## src/rtl/esp32_osd_renderer.sv

```systemverilog
// esp32_osd_renderer: overlays a 256x128 text OSD (32x16 cells of 8x8 glyphs) onto a video stream with 3-cycle latency
module esp32_osd_renderer #(
   parameter int          OSD_X  = 192,
   parameter int          OSD_Y  = 176,
   parameter logic [23:0] FG_RGB = 24'hFFFFFF,
   parameter bit          DIM_BG = 1'b1
) (
   input  logic        clk_video,
   input  logic        rst_n,
   input  logic        osd_enable,
   input  logic [9:0]  vid_x,
   input  logic [9:0]  vid_y,
   input  logic        vid_de,
   input  logic        vid_hs,
   input  logic        vid_vs,
   input  logic [23:0] vid_rgb,
   output logic [11:0] buf_rd_addr,
   input  logic [7:0]  buf_rd_data,
   output logic [10:0] font_addr,
   input  logic [7:0]  font_data,
   output logic        out_de,
   output logic        out_hs,
   output logic        out_vs,
   output logic [23:0] out_rgb,
   output logic        osd_active
);
   logic        en_s1, en_s2, en_frame, vs_d;
   logic        in_win, in_win1, in_win2;
   logic [7:0]  rel_x;
   logic [6:0]  rel_y;
   logic [2:0]  rx1, rx2, ry1;
   logic [26:0] v1, v2;
   logic        pix_on;
   logic [23:0] half;

   assign in_win = vid_de && en_frame &&
                   ({1'b0, vid_x} >= 11'(OSD_X)) && ({1'b0, vid_x} < 11'(OSD_X + 256)) &&
                   ({1'b0, vid_y} >= 11'(OSD_Y)) && ({1'b0, vid_y} < 11'(OSD_Y + 128));
   assign rel_x  = vid_x[7:0] - 8'(OSD_X);
   assign rel_y  = vid_y[6:0] - 7'(OSD_Y);
   assign pix_on = font_data[3'd7 - rx2];
   assign half   = {1'b0, v2[23:17], 1'b0, v2[15:9], 1'b0, v2[7:1]};

   // Synchronise the enable request and only adopt it at the start of a frame
   always_ff @(posedge clk_video or negedge rst_n) begin
      if (!rst_n) begin
         {en_s1, en_s2, en_frame, vs_d} <= '0;
      end else begin
         en_s1 <= osd_enable;
         en_s2 <= en_s1;
         vs_d  <= vid_vs;
         if (vid_vs && !vs_d) en_frame <= en_s2;
      end
   end

   // Text-buffer lookup, then glyph-row lookup, with video and window flag carried alongside
   always_ff @(posedge clk_video or negedge rst_n) begin
      if (!rst_n) begin
         buf_rd_addr <= '0;
         font_addr   <= '0;
         {in_win1, in_win2, rx1, rx2, ry1, v1, v2} <= '0;
      end else begin
         if (in_win) buf_rd_addr <= {3'b000, rel_y[6:3], rel_x[7:3]};
         in_win1   <= in_win;
         rx1       <= rel_x[2:0];
         ry1       <= rel_y[2:0];
         v1        <= {vid_de, vid_hs, vid_vs, vid_rgb};
         font_addr <= {buf_rd_data, ry1};
         in_win2   <= in_win1;
         rx2       <= rx1;
         v2        <= v1;
      end
   end

   // Composite: glyph colour on set bits, optionally dimmed video on clear bits inside the window
   always_ff @(posedge clk_video or negedge rst_n) begin
      if (!rst_n) begin
         {out_de, out_hs, out_vs, osd_active, out_rgb} <= '0;
      end else begin
         {out_de, out_hs, out_vs} <= v2[26:24];
         osd_active <= in_win2;
         out_rgb    <= !in_win2 ? v2[23:0] : pix_on ? FG_RGB : DIM_BG ? half : v2[23:0];
      end
   end
endmodule

```

## config.mk

```make
export PLATFORM = sky130hd
export DESIGN_NAME = esp32_osd_renderer
export DESIGN_NICKNAME = d
export VERILOG_FILES = /design/src/rtl/esp32_osd_renderer.sv
export SDC_FILE = /design/constraint.sdc
export NUM_CORES = 1
export LEC_CHECK = 0
export ABC_CLOCK_PERIOD_IN_PS = 1510
export CORE_UTILIZATION = 40
export CTS_CLUSTER_SIZE = 14
export DETAILED_ROUTE_END_ITERATION = 6
export HOLD_SLACK_MARGIN = 0.15
export PLACE_DENSITY = 0.81
export SKIP_CTS_REPAIR_TIMING = 1
export SYNTH_ARGS = -nofsm -noshare
export SYNTH_HDL_FRONTEND = slang
export SYNTH_SLANG_ARGS = --single-unit
```

## constraint.sdc

```tcl
create_clock -name clk_video -period 1.51 [get_ports clk_video]
set_clock_uncertainty 0.15 [all_clocks]
set_input_delay 0.151 -clock clk_video [delete_from_list [all_inputs] [get_ports clk_video]]
set_output_delay 0.151 -clock clk_video [all_outputs]
set_load 0.005 [all_outputs]
```

Word-level counts from Yosys, hierarchy flattened
Cells that the tools add are included.
- word-level logic and storage cells: 37
- flip-flop bits (word level): 117
- input bits: 66
- reduce and logical (&&, ||, !) cells: 7
- add/sub/neg operators: 3
- multiplexer cells: 4
- magnitude comparators: 5
- operators by type and width (kind ; count):
    $mux W24 ; 2
    $ge A10 B8 Y1 const B ; 2
    $lt A10 B9 Y1 const B ; 2
    $sub A8 B8 Y8 const B ; 1
    $sub A7 B6 Y7 const B ; 1
    $logic_and A1 B1 Y1 ; 6
    $lt A3 B4 Y1 const B ; 1
    $bmux W1 S3 ; 1
    $sub A3 B3 Y3 const A ; 1
    $logic_not A1 Y1 ; 1
    $mux W1 ; 1

Logic depth before layout (Yosys ltp)
Gate-level depths: netlist of the first run.
- depth in word-level cells: 5
- depth in mapped cells: 5

Worst setup path after synthesis of the first run
OpenSTA, ideal clock, no wires.
- path type: input to register
- start point: input vid_y[4]
- end point: register buf_rd_addr[0]
- path slack: -0.157 ns
- cell stages on the path: 5
- arrival time: 1.392 ns
- required time: 1.235 ns
- buffers on the path: 0
- cell sequence: ha_1 -> nor2_1 -> or3b_4 -> a21oi_4 -> mux2_2
- cells in the longest elaborated chain, start to end: 3
- elaborated cells on any way between the ends: 4
- those cells by class: order compare: 2; reduce/logical: 2
- ends and longest elaborated chain (item ; RTL line ; source):
    start: declaration ; 12 ; input logic [9:0] vid_y,
    $ge A10 B8 Y1 ; 38 ; ({1'b0, vid_y} >= 11'(OSD_Y)) && ({1'b0, vid_y} < 11'(OSD_Y + 128));
    $logic_and A1 B1 Y1 ; 37 ; ({1'b0, vid_x} >= 11'(OSD_X)) && ({1'b0, vid_x} < 11'(OSD_X + 256)) &&
    $logic_and A1 B1 Y1 (*) ; 38 ;
    via in_win ; 28 ; logic in_win, in_win1, in_win2;
    end signal: assignment ; 63 ; if (in_win) buf_rd_addr <= {3'b000, rel_y[6:3], rel_x[7:3]};
    end: declaration ; 17 ; output logic [11:0] buf_rd_addr,
The timed path passes the listed nets; every way through them passes the cells marked *.
A chain may end at the register's enable or synchronous reset.

Final worst setup path of the first run
- start point: register rx2[0]
- end point: register out_rgb[7]
- cells in the longest elaborated chain, start to end: 5
- ends and longest elaborated chain (item ; RTL line ; source):
    start: declaration ; 31 ; logic [2:0] rx1, rx2, ry1;
    start signal: assignment ; 70 ; rx2 <= rx1;
    $sub A3 B3 Y3 ; 41 ; assign pix_on = font_data[3'd7 - rx2];
    $bmux W1 S3 ; 41 ;
    $mux W1 (implied by the code) ; 41 ;
    $mux W24 (2 in a row) ; 82 ; out_rgb <= !in_win2 ? v2[23:0] : pix_on ? FG_RGB : DIM_BG ? half : v2[23:0];
    end signal: assignment ; 82 ;
    end: declaration ; 24 ; output logic [23:0] out_rgb,
No other way between the ends. The select of a mux whose other input is x is not followed.

==> reports/results.tsv, run 1 <==
metric	value	unit
status	finished, violations left	
violations	setup timing	
cp_slowest_cell	mux4_2	
layout_commonest_cell	dfrtp_1	
hold_end	v2[20]$_DFF_PN0_	
ant_nets	0	
vias	2214	
hpwl	4570	um
synth_top_area_cell	dfrtp_1	
clock_path_buffers	2	
met2_usage	24.5	%
drtIter0Drc	50	
fp.dieArea	9270	sq um
min_path_cells	0	
finalCritPeriodShare	111	%
rows	34	
grt_max_degree	37	
cts-buffers-inserted	17	
pwr-share-comb	8.7	%
finalHoldViolCount	0	
use_met3	6.87	%
p_leak	3.22	nW
final.fill_count	557	
numPlacedInstances	428	
tritoncts	built	
yosysWarnings	0	
yosysTopAreaCellShare	81.6	%
p_per_area	1290	nW/um^2
wl	7320	um
crit_type	register to register	
layout_common_cells	dfrtp_1 (116), clkdlybuf4s50_1 (59), dlygate4sd3_1 (54)	
drt-pass1-iter-count	4	
layout.nets	463	
end_kind	register	
clkPwrFrac	49.5	%
p_sw_share	20.2	%
min_from	v1[20]$_DFF_PN0_	
cts_sinks	116	
drv_slew	0	
wl_per_cell	14.2	um
rr_startpoint	rx2[0]$_DFF_PN0_	
avgViaCountPerCell	4.30	
required	1.73	ns
area_growth	76.7	%
core-area	8680	sq um
cts.clk_slew.worst_paths	0.06	ns
grtUsageMet1	17.8	%
pre_cts_slack	-0.651	ns
pwr-share-seq	41.8	%
synth.area.top_cells	dfrtp_1 (82%), mux2i_1 (7.0%), mux2_2 (2.5%)	
final_cell_count_no_fill	515	
ff2ff_setup_slack	-0.16	ns
root_buffer	clkbuf_8	
reg2reg_to	out_rgb[7]$_DFF_PN0_	
fin_util	72.4	%
die_h	96.3	um
synth_seq_area_share	81.6	%
synth-seq-cells	116	
r2r_cells	4	
grt_antenna_before_repair	0	
cp_slowest_stage_delay	0.54	ns
grt_overflow_total	0	
cap_violations	0	
htree_num_levels	4	
rsz0062_at_grt	yes	
n_antenna_cell	0	
ios	117	
grt_busiest_layer	met2	
clock_latency	0.48	ns
finalWorstSetupSlack	-0.164	ns
synthCells	202	
grt_use_total	15.2	%
p_int	6.45	mW
drc	0	
max_freq	597	MHz
grt_pass1_wl	10100	um
postLayoutCellArea	6290	sq um
ir_drop	879	uV
drive_above_1_share	14.5	%
routabilityCongestion	0.677	
cp_data_arrival_time	1.89	ns
setup_viol	24	
dieWidth	96.3	um
crit_chain	mux4_2 -> o2111ai_4 -> buf_12 -> o21ai_1	
hp-class	register to register	
grt_pass1_vias	2137	
place_area	4980	sq um
netSwitchingPower	1.63	mW
synth_area_per_cell	17.6	sq um
cp_max_fo	24	
worst_setup_path_start_kind	register	
portBuffers	113	
power.total	8.08	mW
syn_area	3560	sq um
multi_input_area	648	sq um
start_util	41.0	%
ys_types	23	
period_needed	1.67	ns
seq_area	2900	sq um
[power by group through the flow]
stage               clock, mW  sequential [mW]  combinational [mW]
global placement            0             3.43               0.595
global route             4.25             3.40               0.771
detailed placement          0             3.43               0.617
floorplan                   0             3.43               0.134
CTS                      4.07             3.38               0.619
finish                   4.00             3.38               0.705
[Yosys cell counts]
cell and number:
buf_2 1, mux4_2 1, dfrtp_1 116, nor2_1 2
ha_1 2, or3b_4 1, xnor2_1 1, nand3b_1 2
conb_1 1, buf_1 1, xor2_1 1, a21oi_4 1
o21ai_0 3, mux2i_1 25, buf_4 5, mux2_2 8
nor2b_1 1, inv_1 5, nand2_1 21, nand3_1 1
nand4_1 1, o2111ai_2 1, clkbuf_1 1
[cells by family after synthesis]
kind of cell | Yosys count | synth area share (%)
AO/OA/AOI/OAI | 5 | 1.30
XOR/XNOR | 2 | 0.493
adder cells (fa/ha/maj) | 2 | 0.703
buffers and inverters | 13 | 1.93
flip-flops | 116 | 81.6
multiplexers | 34 | 10.2
other | 1 | 0.105
AND/OR/NAND/NOR | 29 | 3.66
[stage by stage]
stage / TNS, ns / hold slack, ns
3_3_place_gp: -12.49 / -0.0780
4_1_cts: -11.13 / -0.602
5_1_grt: -4.84 / 0.198
3_5_place_dp: -13.58 / -0.0760
6_report: -3.45 / 0.193
2_1_floorplan: -3.75 / -0.295
[final cells by class]
class	count	area share [%]
Multi-Input combinational cell	75	10.3
Inverter	5	0.299
Tap cell	108	2.15
Clock inverter	13	2.93
Clock buffer	18	6.65
Sequential cell	116	46.2
Timing Repair Buffer	180	31.5
[layer usage]
metal  wire length [um]  up-vias
met4                 18        0
li1                   -     1044
met5                  0        -
met1               2840     1087
met3                460        2
met2               4000       81
[how the worst max path moves through the flow]
stage / slack, ns / cells past startpoint / startpoint / to
4_1_cts: -0.20 / 4 / rx2[0]$_DFF_PN0_ / out_rgb[23]$_DFF_PN0_
2_1_floorplan: -0.13 / 4 / rx2[0]$_DFF_PN0_ / out_rgb[0]$_DFF_PN0_
3_3_place_gp: -0.60 / 7 / vid_y[4] / buf_rd_addr[0]$_DFFE_PN0P_
5_1_grt: -0.23 / 4 / rx2[0]$_DFF_PN0_ / out_rgb[8]$_DFF_PN0_
6_report: -0.16 / 4 / rx2[0]$_DFF_PN0_ / out_rgb[7]$_DFF_PN0_
3_5_place_dp: -0.65 / 7 / vid_y[4] / buf_rd_addr[8]$_DFFE_PN0P_
[flip-flops by register name, indices dropped and copies added, names as in the netlist]
register     cells
in_win1          1
out_vs           1
osd_active       1
ry1              3
in_win2          1
en_s2            1
font_addr       11
out_rgb         24
rx1              3
en_s1            1
buf_rd_addr      9
out_hs           1
v1              27
v2              27
rx2              3
out_de           1
en_frame         1
[critical path, delay by kind of cell, from the launching register on]
kind / cells / cell delay (ns)
mux: 1 / 0.54
buf+inv: 1 / 0.19
compound gates: 2 / 0.30
flops: 1 / 0.37
No activity file was read; power rests on OpenSTA's default activity.
==> run 2: changes to the inputs <==
--- a/config.mk
+++ b/config.mk
@@ -5,12 +5,12 @@
 export SDC_FILE = /design/constraint.sdc
 export NUM_CORES = 1
 export LEC_CHECK = 0
-export ABC_CLOCK_PERIOD_IN_PS = 1510
-export CORE_UTILIZATION = 40
+export ABC_CLOCK_PERIOD_IN_PS = 1600
+export CORE_UTILIZATION = 45
 export CTS_CLUSTER_SIZE = 14
 export DETAILED_ROUTE_END_ITERATION = 6
 export HOLD_SLACK_MARGIN = 0.15
-export PLACE_DENSITY = 0.81
+export PLACE_DENSITY = 0.86
 export SKIP_CTS_REPAIR_TIMING = 1
 export SYNTH_ARGS = -nofsm -noshare
 export SYNTH_HDL_FRONTEND = slang
==> constraint.sdc (replaced) <==
create_clock -name clk_video -period 1.6 [get_ports clk_video]
set_clock_uncertainty 0.15 [all_clocks]
set_input_delay 0.16 -clock clk_video [delete_from_list [all_inputs] [get_ports clk_video]]
set_output_delay 0.16 -clock clk_video [all_outputs]
set_load 0.005 [all_outputs]
==> run 2 against run 1 <==
Effect of this change:
- the flow still finishes with violations (setup timing)
- clock power shrank 5.8%
- power shrank 6.0%
- wire length grew 0.96%
- first-iteration DRC count grew 44%
- clock-buffer cell count shrank 1
- highest routed layer unchanged
- combinational power shrank 8.5%
- critical path depth is the same
- sequential share of layout area grew 0.93 points
- via count grew 0.41%
- maximum frequency shrank 1.2%
==> reports/results.tsv, run 2 (synthesis results as in run 1) <==
metric	value	unit	change
rr_startpoint	rx2[0]$_DFF_PN0_		
pre_cts_slack	-0.580	ns	+0.0715 ns
ff2ff_setup_slack	-0.09	ns	+0.07 ns
die_h	90.9	um	-5.6%
power.total	7.60	mW	-6.0%
routabilityCongestion	0.725		+7.2%
drc	0		unchanged
p_sw_share	21.6	%	+1.3 points
layout_common_cells	dfrtp_1 (116), clkdlybuf4s50_1 (62), dlymetal6s2s_1 (50)		
crit_path_end	out_rgb[15]$_DFF_PN0_		
grt_max_degree	117		+220%
required	1.82	ns	+0.09 ns
r2r_cells	4		unchanged
end_kind	register		
wl_met3	438	um	-4.8%
grt_use_total	16.6	%	+1.5 points
rsz0062_at_grt	yes		
vias	2223		+0.41%
final_cell_count_no_fill	502		-2.5%
hpwl	4040	um	-12%
wl_per_cell	14.7	um	+3.6%
wl_met1	2870	um	+1.2%
dieWidth	90.9	um	-5.6%
status	finished, violations left		
grt_pass1_wl	10100	um	about the same
layout_commonest_cell	dfrtp_1		
p_leak	3.15	nW	-2.0%
worst_setup_path_start_kind	register		
cts_sinks	116		unchanged
cp_max_fo	24		unchanged
cts-buffers-inserted	17		unchanged
pwr-share-comb	8.5	%	-0.2 points
clkPwrFrac	49.6	%	about the same
top_layer	met4		
reg2reg_to	out_rgb[15]$_DFF_PN0_		
drive_above_1_share	14.2	%	-0.25 points
violations	setup timing		
p_per_area	1230	nW/um^2	-4.1%
crit_type	register to register		
start_util	46.3	%	+5.3 points
drtIter0Drc	72		+44%
avgViaCountPerCell	4.43		+3.0%
tightest_slew	0.580	ns	
ant_nets	0		unchanged
drv_slew	0		unchanged
setup_viol	25		+4.2%
finalCritPeriodShare	106	%	-5.0 points
tritoncts	built		
slew_headroom	61.4	%	
netSwitchingPower	1.64	mW	+0.28%
finalHoldViolCount	0		unchanged
hp-class	input port to async pin		
clock_latency	0.50	ns	+0.02 ns
routed-wl-met2	4020	um	+0.52%
cts.clk_slew.worst_paths	0.06	ns	about the same
hold_slack	0.139	ns	-0.0540 ns
drt-pass1-iter-count	4		unchanged
layout.nets	455		-1.7%
wl	7390	um	+0.96%
grt_pass1_vias	2142		+0.23%
core-area	7690	sq um	-11%
htree_num_levels	4		unchanged
numPlacedInstances	420		-1.9%
period_needed	1.69	ns	+0.0199 ns
ir_drop	728	uV	-17%
fp.dieArea	8260	sq um	-11%
max_freq	590	MHz	-1.2%
clock_path_buffers	2		unchanged
area_growth	73.2	%	
portBuffers	113		unchanged
largestRegisters	v1 x27, v2 x27, out_rgb x24		
rows	32		-5.9%
cap_violations	0		unchanged
root_buffer	clkbuf_8		
pwr-share-seq	41.9	%	about the same
finalWorstSetupSlack	-0.0938	ns	+0.0701 ns
grt_overflow_total	0		unchanged
ios	117		unchanged
p_int	5.96	mW	-7.6%
grt_antenna_before_repair	0		unchanged
cp_data_arrival_time	1.91	ns	+0.02 ns
n_antenna_cell	0		unchanged
cp-startpoint	rx2[0]$_DFF_PN0_		
==> run 2: cell types whose count changed in the layout (fill, tap and decap cells not counted), moves of 2 or more <==
cell             before  now
clkinv_4              2    7
dlygate4sd3_1        54   49
clkdlybuf4s50_1      59   62
clkinv_2              3    0
dlymetal6s2s_1       53   50
buf_12                5    3
clkinvlp_4            3    1
inv_6                 1    3
==> run 2: worst max-delay path, stage by stage, from the launching register on <==
cell	delay, ns
dfrtp_1	0.37
mux4_2	0.55
o2111ai_4	0.23
buf_12	0.19
o21ai_1	0.08
==> run 2: layer usage <==
| metal | global-route usage [%] | vias up |
|---|---|---|
| li1 | - | 1033 |
| met1 | 19.6 | 1099 |
| met2 | 26.6 | 85 |
| met3 | 8.08 | 6 |
| met4 | 5.95 | 0 |
| met5 | 0 | - |
==> run 2: layout make-up <==
type / count / area (sq um)
fill: 397 / 1530
clock buffer: 17 / 414
tap: 102 / 128
timing repair buffer: 172 / 1860
sequential: 116 / 2900
clock inverter: 15 / 196
multi-input combinational: 75 / 646
inverter: 5 / 18.8
==> run 2: metrics by stage <==
step                      cell area [sq um]  setup TNS, ns  utilization, %
after global routing                   6160          -3.79            80.2
after CTS                              5540          -5.24            72.1
after detailed placement               4930         -11.35            64.1
after floorplan                        3620          -1.17               -
after global placement                 4930          -9.49            64.1
final                                  6160          -1.63            80.2
==> run 2: power groups by stage <==
stage | Combinational, mW | Clock [mW] | Sequential (mW)
2_1_floorplan | 0.126 | 0 | 3.23
3_3_place_gp | 0.550 | 0 | 3.23
3_5_place_dp | 0.566 | 0 | 3.23
4_1_cts | 0.569 | 3.84 | 3.19
5_1_grt | 0.698 | 3.99 | 3.20
6_report | 0.645 | 3.77 | 3.19
==> run 2: worst min path at each step <==
stage	slack [ns]	endpoint	from	cells after the start
after floorplan	-0.29	buf_rd_addr[0]$_DFFE_PN0P_	rst_n	0
after global placement	0.13	out_rgb[21]$_DFF_PN0_	rst_n	2
after detailed placement	0.14	v1[22]$_DFF_PN0_	rst_n	2
after CTS	-0.39	v2[22]$_DFF_PN0_	rst_n	2
after global routing	0.14	buf_rd_addr[2]$_DFFE_PN0P_	vid_x[5]	2
final	0.14	osd_active$_DFF_PN0_	rst_n	3
==> run 3: changes to the inputs <==
--- a/config.mk
+++ b/config.mk
@@ -7,7 +7,7 @@
 export LEC_CHECK = 0
 export ABC_CLOCK_PERIOD_IN_PS = 1600
 export CORE_UTILIZATION = 45
-export CTS_CLUSTER_SIZE = 14
+export CTS_CLUSTER_SIZE = 8
 export DETAILED_ROUTE_END_ITERATION = 6
 export HOLD_SLACK_MARGIN = 0.15
 export PLACE_DENSITY = 0.86
==> results of run 3 <==
No change in the layout: final DEF, timing and power equal those of run 2.
==> patch, RTL diff (flow settings as in run 1) <==
Make the reset (`rst_n`) synchronous in 3 clocked blocks.
--- a/src/rtl/esp32_osd_renderer.sv
+++ b/src/rtl/esp32_osd_renderer.sv
@@ -42,7 +42,7 @@
    assign half   = {1'b0, v2[23:17], 1'b0, v2[15:9], 1'b0, v2[7:1]};
 
    // Synchronise the enable request and only adopt it at the start of a frame
-   always_ff @(posedge clk_video or negedge rst_n) begin
+   always_ff @(posedge clk_video) begin
       if (!rst_n) begin
          {en_s1, en_s2, en_frame, vs_d} <= '0;
       end else begin
@@ -54,7 +54,7 @@
    end
 
    // Text-buffer lookup, then glyph-row lookup, with video and window flag carried alongside
-   always_ff @(posedge clk_video or negedge rst_n) begin
+   always_ff @(posedge clk_video) begin
       if (!rst_n) begin
          buf_rd_addr <= '0;
          font_addr   <= '0;
@@ -73,7 +73,7 @@
    end
 
    // Composite: glyph colour on set bits, optionally dimmed video on clear bits inside the window
-   always_ff @(posedge clk_video or negedge rst_n) begin
+   always_ff @(posedge clk_video) begin
       if (!rst_n) begin
          {out_de, out_hs, out_vs, osd_active, out_rgb} <= '0;
       end else begin
Behaviour: differs if rst_n is asserted again (counterexample within 4 cycles, from zero or initial values and one cycle with rst_n low); with rst_n held inactive, the same outputs for 10 cycles.
==> patch against run 1 <==
The flow still finishes with violations (negative setup slack); area after synthesis grew 5.0%; combinational power shrank 22%; total power shrank 2.7%; routed wire length grew 18%; sequential cell count is the same; die area grew 4.9%; cell area shrank 0.74%; global-route usage grew 1.1 points; synthesized cell count grew 58%; worst setup slack gained 110 ps.
==> patch: results (changes against run 1) <==
outcome finished, violations left; failing checks negative setup slack; P_sw 1.60 mW (-2.1%); # setup viols final 19 (-21%); Worst EP arrival 1800 ps (-90 ps); routed length on met1 3500 um (+23%); GPL Wtd Cong 0.742 (+9.7%); met3 GRT Util 6.95% (+0.078 points); maximum VDD drop 915 uV (+4.1%); M1 GR Usage 17.2% (-0.56 points); post-synthesis adder-cell area fraction 0.670% (-0.033 points); post-synthesis mux area share 7.10% (-3.1 points); post-DR vias/cell 4.50 (+4.7%); routed length on met2 4560 um (+14%); initial drt markers 64 (+28%); Total GRT Usage 16.3% (+1.1 points); DP Worst Slack -516 ps (+135 ps); # placed instances 537 (+25%); worst r2r path cells 5 (+1); Hold EP buf_rd_addr[3]; number of global-route vias before repair 2554 (+20%); Total Neg Setup Slack -658 ps (+2790 ps); Synth top cells by count dfxtp_1 (116), and2_1 (81), mux2i_1 (25); DR WL met3 412 um (-10%); post-route setup slack -51.9 ps (+112 ps); Synth Area in XOR/XNOR 0.469% (-0.023 points); Post-synth ARST share 0% (-100 points); Primary FF master, synth dfxtp_1; first-pass GRT wire length 12000 um (+18%); crit path launch rx2[0]; via count 2777 (+25%); hold_ws 181 ps (-12.4 ps); hold path startpoint vid_x[6]; Pleak 3.21 nW (-0.22%); clock share of power 52.1% (+2.6 points)
[patch: changes by cell type after synthesis, moves of 17 or more]
cell,run 1,this run
dfxtp_1,0,116
dfrtp_1,116,0
and2_1,0,81
nand2_1,21,3
o21ai_2,0,17
[patch: layout make-up]
cell class / instances / area, um^2
repair buffers: 176 / 1850
fillers: 592 / 2650
inverters: 1 / 3.75
multi-input cells: 184 / 1310
well taps: 108 / 135
clock buffers: 20 / 435
clock inverters: 12 / 180
flip-flops and latches: 116 / 2330
[patch: power groups by stage]
stage	Clock, mW	Combinational [mW]	Sequential [mW]
global placement	0	0.429	3.27
floorplan	0	0.165	3.28
CTS	4.15	0.446	3.22
global route	4.33	0.595	3.22
finish	4.10	0.551	3.22
detailed placement	0	0.441	3.28
[patch: worst max-delay path: stages (launching register included)]
cell and delay, ps:
dfxtp_2 340, mux2_4 290, o31a_1 270, nand4_4 150, buf_12 170, o21ai_2 60
